--- src/rtl/lock_verify_if.sv ---
// Interface between the keypad digit collector and the lock controller.
// The master side supplies the entered code and requests. The slave side
// (the lock controller) returns the lock status and the event pulses.
interface lock_verify_if #(
  parameter int unsigned CODE_W = 24
);
  logic [CODE_W-1:0] number_in;
  logic              number_valid;
  logic              change_req;
  logic              unlock;
  logic              alarm;
  logic [3:0]        fail_cnt;
  logic              code_err;
  logic              pwd_changed;

  modport master (
    output number_in, number_valid, change_req,
    input  unlock, alarm, fail_cnt, code_err, pwd_changed
  );

  modport slave (
    input  number_in, number_valid, change_req,
    output unlock, alarm, fail_cnt, code_err, pwd_changed
  );
endinterface

--- src/rtl/lock_verify.sv ---
// Password checker and lock controller.
// Compares each completed keypad code with the stored password and drives
// the unlock output. Consecutive wrong codes are counted; reaching MAX_FAIL
// starts a timed alarm lockout. While the lock is open, a two-entry
// password change can be started, and it commits only when both entries agree.
module lock_verify #(
  parameter int unsigned          CODE_W         = 24,
  parameter logic [CODE_W-1:0]    DEFAULT_CODE   = 24'h123456,
  parameter int unsigned          MAX_FAIL       = 3,
  parameter int unsigned          UNLOCK_CYCLES  = 50_000_000,
  parameter int unsigned          LOCKOUT_CYCLES = 500_000_000,
  parameter int unsigned          CNT_W          = 32
) (
  input  logic           clk,
  input  logic           rst,
  lock_verify_if.slave   bus
);

  typedef enum logic [2:0] {
    ST_IDLE    = 3'd0,
    ST_OPEN    = 3'd1,
    ST_NEW1    = 3'd2,
    ST_NEW2    = 3'd3,
    ST_LOCKOUT = 3'd4
  } state_t;

  // Terminal counts: a state is left on the edge where the timer holds these values.
  localparam logic [CNT_W-1:0] UNLOCK_LAST  = CNT_W'(UNLOCK_CYCLES - 1);
  localparam logic [CNT_W-1:0] LOCKOUT_LAST = CNT_W'(LOCKOUT_CYCLES - 1);
  localparam logic [CNT_W-1:0] TIMER_ONE    = {{(CNT_W-1){1'b0}}, 1'b1};
  localparam logic [3:0]       MAX_FAIL_C   = 4'(MAX_FAIL);

  state_t            state_q;
  logic [CNT_W-1:0]  timer_q;
  logic [CODE_W-1:0] password_q;
  logic [CODE_W-1:0] temp_q;
  logic              unlock_q;
  logic              alarm_q;
  logic [3:0]        fail_cnt_q;
  logic              code_err_q;
  logic              pwd_changed_q;
  logic [3:0]        fail_cnt_d;

  // Wrong-code count after one more failure, held at MAX_FAIL.
  always_comb begin
    fail_cnt_d = fail_cnt_q;
    if (fail_cnt_q < MAX_FAIL_C) begin
      fail_cnt_d = fail_cnt_q + 4'd1;
    end else begin
      fail_cnt_d = MAX_FAIL_C;
    end
  end

  // Lock FSM: state, timer, stored password and all registered outputs.
  always_ff @(posedge clk or negedge rst) begin
    if (!rst) begin
      state_q       <= ST_IDLE;
      timer_q       <= '0;
      password_q    <= DEFAULT_CODE;
      temp_q        <= '0;
      unlock_q      <= 1'b0;
      alarm_q       <= 1'b0;
      fail_cnt_q    <= 4'd0;
      code_err_q    <= 1'b0;
      pwd_changed_q <= 1'b0;
    end else begin
      // Event outputs are single-cycle pulses.
      code_err_q    <= 1'b0;
      pwd_changed_q <= 1'b0;

      case (state_q)
        ST_IDLE: begin
          timer_q <= '0;
          // number_valid takes priority over change_req, which is ignored here.
          if (bus.number_valid) begin
            if (bus.number_in == password_q) begin
              state_q    <= ST_OPEN;
              unlock_q   <= 1'b1;
              fail_cnt_q <= 4'd0;
            end else begin
              code_err_q <= 1'b1;
              fail_cnt_q <= fail_cnt_d;
              if (fail_cnt_d == MAX_FAIL_C) begin
                state_q <= ST_LOCKOUT;
                alarm_q <= 1'b1;
              end
            end
          end
        end

        ST_OPEN: begin
          // change_req beats the unlock timeout. Codes are ignored while open.
          if (bus.change_req) begin
            state_q <= ST_NEW1;
            timer_q <= '0;
          end else if (timer_q == UNLOCK_LAST) begin
            state_q  <= ST_IDLE;
            timer_q  <= '0;
            unlock_q <= 1'b0;
          end else begin
            timer_q <= timer_q + TIMER_ONE;
          end
        end

        ST_NEW1: begin
          if (bus.number_valid) begin
            temp_q  <= bus.number_in;
            state_q <= ST_NEW2;
            timer_q <= '0;
          end else if (timer_q == UNLOCK_LAST) begin
            state_q  <= ST_IDLE;
            timer_q  <= '0;
            unlock_q <= 1'b0;
          end else begin
            timer_q <= timer_q + TIMER_ONE;
          end
        end

        ST_NEW2: begin
          // A confirm mismatch reports code_err but is not counted as a failure.
          if (bus.number_valid) begin
            if (bus.number_in == temp_q) begin
              password_q    <= temp_q;
              pwd_changed_q <= 1'b1;
            end else begin
              code_err_q <= 1'b1;
            end
            state_q  <= ST_IDLE;
            timer_q  <= '0;
            unlock_q <= 1'b0;
          end else if (timer_q == UNLOCK_LAST) begin
            state_q  <= ST_IDLE;
            timer_q  <= '0;
            unlock_q <= 1'b0;
          end else begin
            timer_q <= timer_q + TIMER_ONE;
          end
        end

        ST_LOCKOUT: begin
          // All input is ignored until the lockout period expires.
          if (timer_q == LOCKOUT_LAST) begin
            state_q    <= ST_IDLE;
            timer_q    <= '0;
            alarm_q    <= 1'b0;
            fail_cnt_q <= 4'd0;
          end else begin
            timer_q <= timer_q + TIMER_ONE;
          end
        end

        default: begin
          state_q  <= ST_IDLE;
          timer_q  <= '0;
          unlock_q <= 1'b0;
          alarm_q  <= 1'b0;
        end
      endcase
    end
  end

  assign bus.unlock      = unlock_q;
  assign bus.alarm       = alarm_q;
  assign bus.fail_cnt    = fail_cnt_q;
  assign bus.code_err    = code_err_q;
  assign bus.pwd_changed = pwd_changed_q;

endmodule

--- src/flat_wrapper.sv ---
// flat-port wrapper written by rule: the top's interface ports become plain ports
module lock_verify_flat 
#(
  parameter int unsigned          CODE_W         = 24,
  parameter logic [CODE_W-1:0]    DEFAULT_CODE   = 24'h123456,
  parameter int unsigned          MAX_FAIL       = 3,
  parameter int unsigned          UNLOCK_CYCLES  = 50_000_000,
  parameter int unsigned          LOCKOUT_CYCLES = 500_000_000,
  parameter int unsigned          CNT_W          = 32
)
  (clk, rst, bus_number_in, bus_number_valid, bus_change_req, bus_unlock, bus_alarm, bus_fail_cnt, bus_code_err, bus_pwd_changed);
  lock_verify_if #(.CODE_W(CODE_W)) bus_i ();
  input  logic clk;
  input  logic rst;
  input wire logic [$bits(bus_i.number_in)-1:0] bus_number_in;
  input wire logic [$bits(bus_i.number_valid)-1:0] bus_number_valid;
  input wire logic [$bits(bus_i.change_req)-1:0] bus_change_req;
  output wire logic [$bits(bus_i.unlock)-1:0] bus_unlock;
  output wire logic [$bits(bus_i.alarm)-1:0] bus_alarm;
  output wire logic [$bits(bus_i.fail_cnt)-1:0] bus_fail_cnt;
  output wire logic [$bits(bus_i.code_err)-1:0] bus_code_err;
  output wire logic [$bits(bus_i.pwd_changed)-1:0] bus_pwd_changed;
  assign bus_i.number_in = bus_number_in;
  assign bus_i.number_valid = bus_number_valid;
  assign bus_i.change_req = bus_change_req;
  assign bus_unlock = bus_i.unlock;
  assign bus_alarm = bus_i.alarm;
  assign bus_fail_cnt = bus_i.fail_cnt;
  assign bus_code_err = bus_i.code_err;
  assign bus_pwd_changed = bus_i.pwd_changed;
  lock_verify #(.CODE_W(CODE_W), .DEFAULT_CODE(DEFAULT_CODE), .MAX_FAIL(MAX_FAIL), .UNLOCK_CYCLES(UNLOCK_CYCLES), .LOCKOUT_CYCLES(LOCKOUT_CYCLES), .CNT_W(CNT_W)) u_core (.clk(clk), .rst(rst), .bus(bus_i));
endmodule
--- config.mk ---
export PLATFORM = sky130hd
export DESIGN_NAME = lock_verify_flat
export DESIGN_NICKNAME = d
export VERILOG_FILES = /design/src/rtl/lock_verify_if.sv /design/src/rtl/lock_verify.sv /design/src/flat_wrapper.sv
export SDC_FILE = /design/constraint.sdc
export NUM_CORES = 1
export LEC_CHECK = 0
export CAP_MARGIN = 20
export CORE_AREA = 2 2 86 130
export DETAILED_ROUTE_END_ITERATION = 10
export DIE_AREA = 0 0 88 132
export GPL_TIMING_DRIVEN = 0
export PLACE_DENSITY_LB_ADDON = 0.2
export SETUP_SLACK_MARGIN = 0.02
export SYNTH_ARGS = -nofsm -noshare
export SYNTH_HDL_FRONTEND = slang
export SYNTH_SLANG_ARGS = --single-unit
--- constraint.sdc ---
create_clock -name clk -period 4.4 [get_ports clk]
set_clock_uncertainty 0.2 [all_clocks]
set_input_delay 1.32 -clock clk [delete_from_list [all_inputs] [get_ports clk]]
set_output_delay 1.32 -clock clk [all_outputs]
set_load 0.01 [all_outputs]
==> results of run 1 <==
[where the power goes]
group | switching, mW | leakage [nW] | internal [mW]
clock network | 0.325 | 0.156 | 0.516
logic | 0.163 | 1.11 | 0.132
registers | 0.0461 | 1.19 | 0.887
total | 0.533 | 2.45 | 1.53
[worst max-delay path by stage]
stage                 startpoint  depth (start not counted)  slack (ps)                                 to
6_report        bus_number_valid                          6         850      u_core.temp_q[21]$_DFFE_PN0P_
5_1_grt         bus_number_in[2]                          7         740  u_core.password_q[18]$_DFFE_PN0P_
4_1_cts         bus_number_valid                          5         580      u_core.temp_q[16]$_DFFE_PN0P_
3_5_place_dp    bus_number_valid                          5         220      u_core.temp_q[16]$_DFFE_PN0P_
3_3_place_gp                 rst                          1       -1490       u_core.timer_q[23]$_DFF_PN0_
2_1_floorplan  bus_number_in[19]                          6        1320  u_core.password_q[11]$_DFFE_PN0P_
[cell usage in the layout, fill, tap and decap left out, types with 3 or more instances in the layout]
cell type	Yosys	layout
a21oi_1	5	5
and4_1	5	5
buf_2	9	10
clkbuf_1	2	3
clkbuf_16	0	9
clkdlybuf4s50_1	0	34
dfrtp_1	82	82
dfstp_2	9	9
inv_1	9	9
mux2_2	48	48
nand2_1	19	19
nand2b_1	3	3
nand3_1	14	14
nand4_1	14	14
nor2_1	41	41
nor2b_1	6	6
nor3_1	12	12
nor4_1	15	15
o21ai_0	3	3
o31ai_1	3	3
or2_2	5	5
or4_1	4	4
xnor2_1	26	26
xor2_1	51	51
[metrics by stage]
stage                     total power, mW  TNS (ps)  hold WS, ps  util (%)  setup slack (ps)
final                               2.068         0        286.2     53.05             845.9
after global routing                2.169         0        309.0     53.05             739.6
after CTS                           2.101         0        295.3     53.00             584.2
after detailed placement            1.247         0        286.5     49.86             219.1
after global placement              1.234   -125610        270.9     49.62             -1494
after floorplan                     1.110         0        254.7         -              1316
[registers in the layout, indices dropped and copies added (netlist names)]
signal                  cells
u_core.password_q          24
u_core.bus.pwd_changed      1
u_core.bus.unlock           1
u_core.state_q              3
u_core.bus.fail_cnt         4
u_core.timer_q             32
u_core.bus.alarm            1
u_core.bus.code_err         1
u_core.temp_q              24
[per-layer routing]
| metal | track usage (%) | up-vias | share of wire, % |
|---|---|---|---|
| li1 | - | 1582 | - |
| met1 | 21.12 | 1630 | 39 |
| met2 | 33.59 | 56 | 56 |
| met3 | 3.569 | 13 | 3.0 |
| met4 | 7.436 | 0 | 1.9 |
| met5 | 0 | - | 0 |
[kinds of logic after synthesis]
group / after synthesis
buffers and inverters: 20
and+or+nand+nor: 152
DFF: 91
adders and majority gates: 2
AOI/OAI and AO/OA: 27
muxes: 48
xor gates and xnor gates: 77
[layout make-up]
class	instances	area (sq um)	area share, %
plain buffers	11	52.55	0.9509
clock buffers	11	242.7	4.392
clock inverters	5	85.08	1.540
inverters	9	33.78	0.6113
multi-input cells	306	2263	40.96
flip-flops and latches	91	2288	41.41
well taps	144	180.2	3.260
repair buffers	37	380.4	6.883
==> results.sh, run 1 <==
export IMPL_syn_inst=417
export IMPL_synth_async_reset_ratio_pct=100.0
export IMPL_leakage_nw=2.449
export IMPL_ys_seq_area_share_pct=49.34
export IMPL_cts_resized=0
export IMPL_yosys_area_share_simple_pct=17.94
export IMPL_n_antenna_cell=0
export IMPL_drive_above_1_share_pct=20.64
export IMPL_ys_ff_latch=91
export IMPL_post_route_min_period_ps=3554
export IMPL_rsz0062_at_grt="false"
export IMPL_cts_hold_buf=0
export IMPL_design_core_area_sq_um=10420
export IMPL_cts_path_max_buffers=2
export IMPL_grt_max_degree=58
export IMPL_ctsRootBufferMaster="clkbuf_16"
export IMPL_slew_headroom_pct=39.54
export IMPL_drc=0
export IMPL_grt_pass1_vias=3383
export IMPL_endpoint_kind="flop"
export IMPL_cts_setup_buffers=0
export IMPL_synth_top_cells_by_count="82 x dfrtp_1, 51 x xor2_1, 48 x mux2_2"
export IMPL_fin_crit_sh_pct=80.77
export IMPL_grt_overflow_total=0
export IMPL_start_util_pct=44.52
export IMPL_clk_latency_ps=350
export IMPL_grt_usage_pct=18.68
export IMPL_vias=3281
export IMPL_power_density_nw_per_um2=374.2
export IMPL_cpPeakStageDelay_ps=650
export IMPL_cts_buffers=9
export IMPL_synth_top_area_share_pct=44.24
export IMPL_numPlacedInstances=597
export IMPL_required_ps=4430
export IMPL_yosys_warnings=0
export IMPL_critPathTopFamily="buffers and inverters"
export IMPL_worst_path_buf_inv=3
export IMPL_cp_cell_sequence="clkdlybuf4s50_1 -> nand2b_1 -> nor3_1 -> buf_2 -> buf_2 -> mux2_2"
export IMPL_hp_class="flop to flop"
export IMPL_ys_flop_type="dfrtp_1"
export IMPL_synth_xor_area_share_pct=14.54
export IMPL_r2r_end="u_core.timer_q[26]$_DFF_PN0_"
export IMPL_layout_nets=495
export IMPL_cp_arrival_ps=3580
export IMPL_synth_most_common_cell="dfrtp_1"
export IMPL_clk_pin_slew_ps=60
export IMPL_syn_area_sq_um=4638
export IMPL_ir_drop_mv=0.2021
export IMPL_synth_fa_ha_area_share_pct=0.5395
export IMPL_synth_area_leaders="dfrtp_1 44%, mux2_2 12%, xor2_1 9.6%, dfstp_2 5.1%, xnor2_1 4.9%"
export IMPL_tightest_slew_ps=898.6
export IMPL_synthMuxAreaShare_pct=11.65
export IMPL_dp_hpwl_microns=7432
export IMPL_drv_cap=0
export IMPL_portBuffers=35
export IMPL_nFillCells=941
export IMPL_routed_via_density=5.344
export IMPL_synth_nets=447
export IMPL_cts_tree="done"
export IMPL_synth_cell_types=46
export IMPL_avgSynthCellArea_sq_um=11.12
export IMPL_status="completed"
export IMPL_io_pins=36
export IMPL_synth_compound_area_share_pct=4.127
export IMPL_grt_pass1_wl_microns=16530
export IMPL_wirelength_microns=10040
export IMPL_place_congestion=0.8420
export IMPL_crit_path_start_kind="input port"
export IMPL_final_cell_area_sq_um=5527
export IMPL_critPathMaxFanout=10
export IMPL_die_area_sq_um=11620
export IMPL_rr_worst_depth=6
export IMPL_slew_violations=0
export IMPL_dr_pass1_iters=6
export IMPL_synth_edf_count=0
export IMPL_dpl_cell_area_sq_um=5194
export IMPL_fp_dieH_microns=132
export IMPL_rows=46
export IMPL_min_path_cells=1
export IMPL_clock_fmax_mhz=281.4
export IMPL_drt_initial_drc_count=122
export IMPL_dieWidth_microns=88
export IMPL_setup_viol=0
export IMPL_stdcell_count=614
export IMPL_cts_sinks=91
export IMPL_syn_to_final_growth_pct=19.15
export IMPL_min_to="u_core.timer_q[0]$_DFF_PN0_"
export IMPL_h_tree_depth=3
export IMPL_rr_startpoint="u_core.timer_q[16]$_DFF_PN0_"
export IMPL_cp_slowest_cell="clkdlybuf4s50_1"
export IMPL_crit_top_cell="buf_2"
export IMPL_yosysTopAreaCell="dfrtp_1"
export IMPL_min_from="u_core.timer_q[0]$_DFF_PN0_"
export IMPL_antenna_found_initial=0
export IMPL_final_antenna_net_count=0
export IMPL_synth_top_family_by_area="simple AND/OR/NAND/NOR gates"
export IMPL_rrSetupSlack_ps=1890
export IMPL_wl_per_cell_microns=16.35
export IMPL_finalHoldViolCount=0
export IMPL_crit_type="input port to flop"
No activity file was read; power rests on OpenSTA's default activity.
==> run 2, diff against run 1 <==
==> constraint.sdc (replaced) <==
create_clock -name clk -period 3.7 [get_ports clk]
set_clock_uncertainty 0.2 [all_clocks]
set_input_delay 1.11 -clock clk [delete_from_list [all_inputs] [get_ports clk]]
set_output_delay 1.11 -clock clk [all_outputs]
set_load 0.01 [all_outputs]
==> results of run 2 <==
The final DEF is identical to that of run 1. Status: completed.
Main changes from that run: setup slack after placement 219.1 ps -> -270.9 ps; setup slack after layout 845.9 ps -> 355.9 ps; register-to-register setup slack 1890 ps -> 1190 ps; total power 2.068 mW -> 2.460 mW; worst IR drop on VDD 0.2021 mV -> 0.2403 mV
